## src/rtl/noc_params.sv

```systemverilog
`default_nettype none
// ============================================================================
// noc_params
//   Shared NoC link constants: framing bytes, framer state encoding and the
//   CRC-8 (poly 0x07) byte update used by both framer and deframer.
//   Revision: 1.0 - initial release
// ============================================================================
package noc_params;

  // Default number of data bytes per frame ({x_dest, y_dest, payload}).
  localparam int PKT_SIZE_BYTES = 4;

  localparam logic [7:0] FLAG_BYTE = 8'h7E;
  localparam logic [7:0] ESC_BYTE  = 8'h7D;
  localparam logic [7:0] ESC_XOR   = 8'h20;

  // Framer state encoding.
  typedef logic [2:0] framer_state_t;
  localparam framer_state_t S_IDLE    = 3'd0;
  localparam framer_state_t S_START   = 3'd1;
  localparam framer_state_t S_DATA    = 3'd2;
  localparam framer_state_t S_ESC     = 3'd3;
  localparam framer_state_t S_CRC     = 3'd4;
  localparam framer_state_t S_CRC_ESC = 3'd5;
  localparam framer_state_t S_END     = 3'd6;

  // CRC-8, polynomial x^8+x^2+x+1, MSB-first, no reflection, no final XOR.
  function automatic logic [7:0] crc8_next(input logic [7:0] crc, input logic [7:0] data_byte);
    logic [7:0] c;
    c = crc ^ data_byte;
    for (int i = 0; i < 8; i++) begin
      c = c[7] ? ((c << 1) ^ 8'h07) : (c << 1);
    end
    return c;
  endfunction

endpackage : noc_params
`default_nettype wire

```

## src/rtl/packet_framer_tx.sv

```systemverilog
`default_nettype none
// ============================================================================
// packet_framer_tx
//   Byte-stuffed frame transmitter: FLAG, escaped data bytes MSB-first,
//   optional escaped CRC-8 trailer, FLAG. Accepts the next packet while the
//   closing FLAG is being consumed so back-to-back frames have no gap.
//   Revision: 1.0 - initial release
// ============================================================================
module packet_framer_tx
  import noc_params::*;
#(
  parameter int PKT_BYTES = PKT_SIZE_BYTES,
  parameter bit CRC_EN    = 1'b1,
  parameter int CNT_W     = 16
) (
  input  logic                   clk,
  input  logic                   rst_n,
  input  logic                   in_valid,
  output logic                   in_ready,
  input  logic [PKT_BYTES*8-1:0] pkt_data,
  output logic [7:0]             tx_byte,
  output logic                   tx_valid,
  input  logic                   tx_ready,
  output logic                   busy,
  output logic [CNT_W-1:0]       frame_count
);

  localparam int DATA_W = PKT_BYTES * 8;
  localparam int IDX_W  = (PKT_BYTES > 1) ? $clog2(PKT_BYTES) : 1;
  localparam logic [IDX_W-1:0] LAST_IDX = IDX_W'(PKT_BYTES - 1);

  framer_state_t     state;
  framer_state_t     state_nxt;
  framer_state_t     after_data;
  logic [IDX_W-1:0]  idx;
  logic [IDX_W-1:0]  idx_nxt;
  logic [7:0]        crc;
  logic [7:0]        crc_nxt;
  logic [DATA_W-1:0] data;
  logic [CNT_W-1:0]  frame_cnt;
  logic [7:0]        cur;
  logic              cur_esc;
  logic              crc_esc;
  logic              beat;
  logic              hs;

  // Current data byte, MSB byte first.
  assign cur     = data[DATA_W-1 - 8*int'(idx) -: 8];
  assign cur_esc = (cur == FLAG_BYTE) || (cur == ESC_BYTE);
  assign crc_esc = (crc == FLAG_BYTE) || (crc == ESC_BYTE);

  // Where a completed data byte leads: next byte, trailer or closing FLAG.
  assign after_data = (idx != LAST_IDX) ? S_DATA : (CRC_EN ? S_CRC : S_END);

  // tx_valid follows the (asynchronously reset) state so it drops at once on reset.
  assign busy        = (state != S_IDLE);
  assign tx_valid    = busy;
  assign in_ready    = rst_n & ((state == S_IDLE) | ((state == S_END) & tx_ready));
  assign hs          = in_valid & in_ready;
  assign beat        = tx_valid & tx_ready;
  assign frame_count = frame_cnt;

  // Output byte selection and next-state / datapath update, advancing only on a beat.
  always_comb begin
    state_nxt = state;
    idx_nxt   = idx;
    crc_nxt   = crc;
    tx_byte   = 8'h00;
    case (state)
      S_IDLE: begin
        if (hs) state_nxt = S_START;
      end
      S_START: begin
        tx_byte = FLAG_BYTE;
        if (beat) begin
          state_nxt = S_DATA;
          idx_nxt   = '0;
          crc_nxt   = 8'h00;
        end
      end
      S_DATA: begin
        if (cur_esc) begin
          tx_byte = ESC_BYTE;
          if (beat) state_nxt = S_ESC;
        end else begin
          tx_byte = cur;
          if (beat) begin
            crc_nxt   = crc8_next(crc, cur);
            idx_nxt   = idx + IDX_W'(1);
            state_nxt = after_data;
          end
        end
      end
      S_ESC: begin
        tx_byte = cur ^ ESC_XOR;
        if (beat) begin
          crc_nxt   = crc8_next(crc, cur);
          idx_nxt   = idx + IDX_W'(1);
          state_nxt = after_data;
        end
      end
      S_CRC: begin
        tx_byte = crc_esc ? ESC_BYTE : crc;
        if (beat) state_nxt = crc_esc ? S_CRC_ESC : S_END;
      end
      S_CRC_ESC: begin
        tx_byte = crc ^ ESC_XOR;
        if (beat) state_nxt = S_END;
      end
      S_END: begin
        tx_byte = FLAG_BYTE;
        if (beat) state_nxt = hs ? S_START : S_IDLE;
      end
      default: begin
        state_nxt = S_IDLE;
      end
    endcase
  end

  // State, index, CRC, packet latch and frame counter registers.
  always_ff @(posedge clk or negedge rst_n) begin
    if (!rst_n) begin
      state     <= S_IDLE;
      idx       <= '0;
      crc       <= 8'h00;
      data      <= '0;
      frame_cnt <= '0;
    end else begin
      state <= state_nxt;
      idx   <= idx_nxt;
      crc   <= crc_nxt;
      if (hs) data <= pkt_data;
      if (beat && (state == S_END)) frame_cnt <= frame_cnt + CNT_W'(1);
    end
  end

endmodule : packet_framer_tx
`default_nettype wire

```

## config.mk

```make
export PLATFORM = sky130hd
export DESIGN_NAME = packet_framer_tx
export DESIGN_NICKNAME = d
export VERILOG_FILES = /design/src/rtl/noc_params.sv /design/src/rtl/packet_framer_tx.sv
export SDC_FILE = /design/constraint.sdc
export NUM_CORES = 1
export LEC_CHECK = 0
export ABC_AREA = 0
export CAP_MARGIN = 5
export CORE_MARGIN = 2
export CORE_UTILIZATION = 54
export CTS_BUF_LIST = sky130_fd_sc_hd__clkbuf_8
export CTS_CLUSTER_SIZE = 20
export DETAILED_ROUTE_END_ITERATION = 6
export PLACE_DENSITY = 0.82
export SYNTH_ARGS = -nofsm -noshare
export SYNTH_HDL_FRONTEND = slang
export SYNTH_SLANG_ARGS = --single-unit
```

## constraint.sdc

```tcl
create_clock -name clk -period 2.5 [get_ports clk]
set_input_delay 0.5 -clock clk [delete_from_list [all_inputs] [get_ports clk]]
set_output_delay 0.5 -clock clk [all_outputs]
set_load 0.01 [all_outputs]
```

=== Word level (Yosys, flattened, before mapping) ===
Index checks and enable logic that the tools add are counted.
W data, S select, Z words.

* Register bits after elaboration: 61
* Bits in latches: 0
* Bits in writable memories: 0
* Memory bits (read-only): 0
* Input bits: 36
* Output and inout bits: 27
* Logic and storage cells: 83
* Memories: 0

* $add $sub $neg: 3
* $mul: 0
* Div/mod/pow operators: 0
* Order comparisons: 0
* Eq/ne operators: 18
* Shift-type cells: 1
* Multiplexer cells: 31
* Bitwise logic cells: 16
* Reduce and logical (&&, ||, !) cells: 9

{| class="wikitable"
|+ Operators by type and width
! operator !! count
|-
| $mux W3 || 17
|-
| $mux W8 || 5
|-
| $pmux W8 S5 || 1
|-
| $shiftx A39 B6 Y8 || 1
|-
| $eq A8 B7 Y1 const B || 4
|-
| $not A3 Y3 || 8
|-
| $pmux W8 S3 || 1
|-
| $pmux W3 S7 || 1
|-
| $add A16 B1 Y16 const B || 1
|-
| $ne A2 B2 Y1 const B || 7
|-
| $eq A3 B3 Y1 const B || 3
|-
| $mux W2 || 4
|-
| $xor A8 B8 Y8 || 1
|-
| $eq A3 B2 Y1 const B || 2
|-
| $pmux W2 S3 || 1
|-
| $reduce_and A6 Y1 || 1
|-
| $reduce_bool A3 Y1 || 2
|-
| $sub A5 B5 Y6 const A || 1
|-
| $and A1 B1 Y1 || 4
|-
| $eq A3 B1 Y1 const B || 1
|-
| $logic_not A3 Y1 || 1
|-
| $ne A3 B3 Y1 const B || 1
|-
| $reduce_and A3 Y1 || 1
|-
| $add A2 B1 Y2 const B || 1
|-
| 6 further kinds || 8
|}

=== Depth between registers and ports, before layout ===
* Depth in word-level cells: 22
* Mapped depth: 8
* Gate-level depth less buffers: 6

=== Worst setup path after synthesis ===
Ideal clock, no wire load.

* Kind: register to output
* Start point: register idx[0]
* End point: output port tx_byte[1]
* Arrival time: 1,887 ps
* Required time: 2,000 ps
* Path slack: 113 ps
* Cell stages (with the launch flop): 7
* Path buffers: 2
* Path through: dfrtp_1 > buf_6 > mux4_2 > and4b_1 > and4_4 > buf_2 > o22ai_1

* Longest elaborated chain between the ends: 6
* Elaborated cells between the ends (all ways): 7
* Classes of those cells: add/sub (1); eq/ne (2); shift (1); mux (2); reduce/logical (1)

{| class="wikitable"
|+ RTL lines
! item !! RTL line !! text
|-
| start, declared || packet_framer_tx.sv:35 || <nowiki>logic [IDX_W-1:0] idx;</nowiki>
|-
| start signal, assigned || packet_framer_tx.sv:130 || <nowiki>idx <= idx_nxt;</nowiki>
|-
| $sub A5 B5 Y6 * || packet_framer_tx.sv:48 || <nowiki>assign cur = data[DATA_W-1 - 8*int'(idx) -: 8];</nowiki>
|-
| $shiftx A39 B6 Y8 * || packet_framer_tx.sv:48 ||
|-
| $eq A8 B7 Y1 || packet_framer_tx.sv:49 || <nowiki>assign cur_esc = (cur == FLAG_BYTE) || (cur == ESC_BYTE);</nowiki>
|-
| $logic_or A1 B1 Y1 || packet_framer_tx.sv:49 ||
|-
| $mux W8 || packet_framer_tx.sv:82 || <nowiki>if (cur_esc) begin</nowiki>
|-
| $pmux W8 S5 * || packet_framer_tx.sv:69 || <nowiki>case (state)</nowiki>
|-
| end, declared || packet_framer_tx.sv:21 || <nowiki>output logic [7:0] tx_byte,</nowiki>
|}

Mark *: on every way between the ends. The rest lies on a longest branch, timed or not.

=== Worst setup path in the final report ===
* Start point: register idx[0]
* End point: output port tx_byte[0]

The elaborated chain is that of the path after synthesis.

==> key figures <==
Placement
  • Global placer's final weighted congestion: 0.8808
  • Final HPWL DP: 5476 microns
  • Port bufs: 62
  • Pre-CTS WS: -0.2735 ns

Timing
  • Clock Skew: 0.007448 ns
  • Achievable frequency: 366.6 MHz
  • Hold Slack: 0.03319 ns
  • Final hold vios: 0
  • Rel. slew slack: 0.5421
  • Min Clock Period, post-route: 2.728 ns
  • Slew Limit Fails: 0
  • RSZ-0062 raised after global routing: true
  • Final setup fails: 5
  • Worst-Margin Slew: 0.6868 ns
  • Worst setup margin: -0.2281 ns
  • Setup TNS: -0.5289 ns
  • Final Cycle Share: 1.091

Logic synthesis
  • Sequential-to-total area share from yosys stat: 0.4767
  • Largest cells by area after synthesis: dfrtp_1 48%, mux2_2 11%, xnor2_1 7.1%
  • Synth top area share: 0.4767
  • Yosys reg bits: 61
  • Netlist cell types: 42
  • Post-synth top area cell: dfrtp_1
  • Synth Flop Type: dfrtp_1
  • Asr flop ratio synth: 1.000
  • Ys Warns: 0
  • Cells after synthesis: 274
  • Number of synthesized flops with an enable pin: 0
  • Synthesized area: 3202 sq um
  • Net count after synthesis: 312
  • Post-Syn Area per Cell: 11.69 sq um

Cells and area
  • Fillers: 381
  • # nets final: 404
  • Multi-input logic area: 1628 sq um
  • Layout area overhead: 36.81%
  • Layout cells sized above 1: 0.2938
  • Fin util: 0.7532
  • Diode count: 0
  • Register Area: 1526 sq um

Detailed routing
  • Via density: 5.816
  • TritonRoute pass-1 iters: 4
  • Post-DRT Antenna Nets: 0
  • Average wire per standard cell: 17.41 microns
  • DRT Wirelength: 7767 microns
  • DRC: 0
  • Initial DRC count: 239
  • Via Count: 2594

GRT
  • Grt total ovfl: 0
  • Largest net degree at the start of global routing: 56
  • First-pass GRT wire length: 12490 microns
  • Initial antenna violation count: 0
  • Vias in the first global route: 2656
  • Gr usage total: 0.2539

Worst setup path
  • Crit path required time: 2.00 ns
  • Crit Path Category: reg -> out
  • Crit path from: idx[0]
  • Stages on worst setup path: 8
  • CP max-delay cell: mux4_2
  • Flop2flop setup slack: -0.02 ns
  • Critical Path AT: 2.23 ns
  • Crit path cell chain: buf_4, buf_16, mux4_2, xor2_2, and3_4, a22oi_2, o21ai_1, buf_2
  • Crit path capture: tx_byte[0]
  • CP Capture Type: output port
  • Reg2Reg Depth: 8
  • CP max FO: 4
  • Crit path buffers/inverters: 3
  • Worst flop-to-flop path startpoint: idx[0]
  • Worst path top cell family by delay: multiplexers
  • CP peak stage delay: 0.54 ns
  • Worst reg2reg path endpoint: idx[1]
  • Nature of the critical path startpoint: flip-flop

Clocking
  • Cts bufs inserted: 9
  • H-tree Lvls: 3
  • CTS tree: done
  • Clock root buffer: clkbuf_8
  • Worst skew pair latency: 0.34 ns
  • Sink Count: 61
  • Clock transition at the registers of the reported paths: 0.07 ns
  • CTS max path bufs: 2

Power and ir drop
  • Leakage power: 0.001905 uW
  • Max VDD drop: 0.8213 mV
  • Pwr dens: 1526 nW/um^2

Die
  • Starting density of the core: 0.5506
  • Core footprint: 5816 sq um
  • Die width: 81 microns
  • Die area: 6561 sq um
  • I/O Pins: 63
  • Die Ht: 81 microns
  • Cell row count: 28

Run
  • MaxCap Viol Count: 0

Run status
  • Failing checks: setup timing
  • Run status: finished, violations left

Hold path
  • Hold Crit Class: in -> async
-- what timing repair did --
item	4_1_cts	5_1_grt
gates cloned	1	0
buffers inserted	6	4
gates resized for setup	30	12
hold buffers	0	0
setup endpoints to repair	13	18
pin swaps	7	9
-- how the worst min path moves through the flow --
stage	start	cells past startpoint	to
2_1_floorplan	rst_n	0	crc[0]
3_3_place_gp	rst_n	1	state[0]
3_5_place_dp	rst_n	1	state[0]
4_1_cts	rst_n	1	frame_count[2]
5_1_grt	rst_n	1	frame_count[2]
6_report	rst_n	1	frame_count[1]
-- cell type report --
class,count,share of cell area
clock buffers,12,0.03770
clock inverters,4,0.01057
inverters,8,0.006855
multi-input cells,190,0.3716
flip-flops and latches,61,0.3485
well taps,75,0.02142
repair buffers,96,0.2034
-- registers in the layout, indices dropped and copies added, names as in the netlist --
signal       count
frame_count     16
state            3
data            32
crc              8
idx              2
-- cells in the final DEF, fill, tap and decap left out, types with 3 or more instances in the layout --
| master | n |
|---|---|
| dfrtp_1 | 61 |
| clkdlybuf4s50_1 | 53 |
| mux2_2 | 32 |
| buf_4 | 27 |
| xnor2_1 | 26 |
| nand2_1 | 18 |
| nor2_1 | 17 |
| xor2_1 | 12 |
| clkbuf_8 | 12 |
| mux4_2 | 8 |
| inv_1 | 8 |
| a22o_1 | 6 |
| buf_2 | 6 |
| nand4_1 | 5 |
| o21ai_1 | 5 |
| a21oi_1 | 5 |
| and3_1 | 5 |
| o31a_1 | 5 |
| o211ai_1 | 4 |
| o31ai_1 | 4 |
| nand3_1 | 4 |
| a31oi_1 | 4 |
| buf_6 | 4 |
| o21ai_0 | 3 |
-- metal layers --
layer	GRT usage	vias to the layer above	share of wire
met3	0.05333	23	0.068
met1	0.3177	1269	0.40
met4	0.1458	0	0.032
li1	-	1167	-
met2	0.4091	135	0.50
met5	0	-	0
-- cells in the mapped netlist, types with 5 or more instances --
master	count
dfrtp_1	61
mux2_2	32
xnor2_1	26
nand2_1	18
nor2_1	18
xor2_1	13
clkbuf_1	11
mux4_2	8
inv_1	7
a21oi_1	6
a22o_1	6
and3_1	6
nand4_1	5
o21ai_1	5
o31a_1	5
-- kinds of logic (layout without fill, tap and decap cells) --
kind of cell	after synthesis	count (layout)	synth area share
flops	61	61	0.4767
simple gates	62	62	0.1039
compound gates	45	45	0.09808
fa+ha+maj	2	2	0.007814
buf+inv	23	120	0.03126
mux	42	42	0.1755
xor+xnor	39	39	0.1067
-- power by group --
part / internal, uW / switching, uW / total, uW
sequential: 1390 / 347 / 1740
clock: 536 / 373 / 909
combinational: 2140 / 1900 / 4040
total: 4060 / 2620 / 6690
-- metrics by stage --
step	area (sq um)	power [uW]	instances
after detailed placement	4064	5516	420
after floorplan	3202	4192	274
final	4380	6686	446
after global routing	4380	7104	446
after global placement	4064	5404	420
after CTS	4345	6509	443
Power figures use the tool's default switching activity.
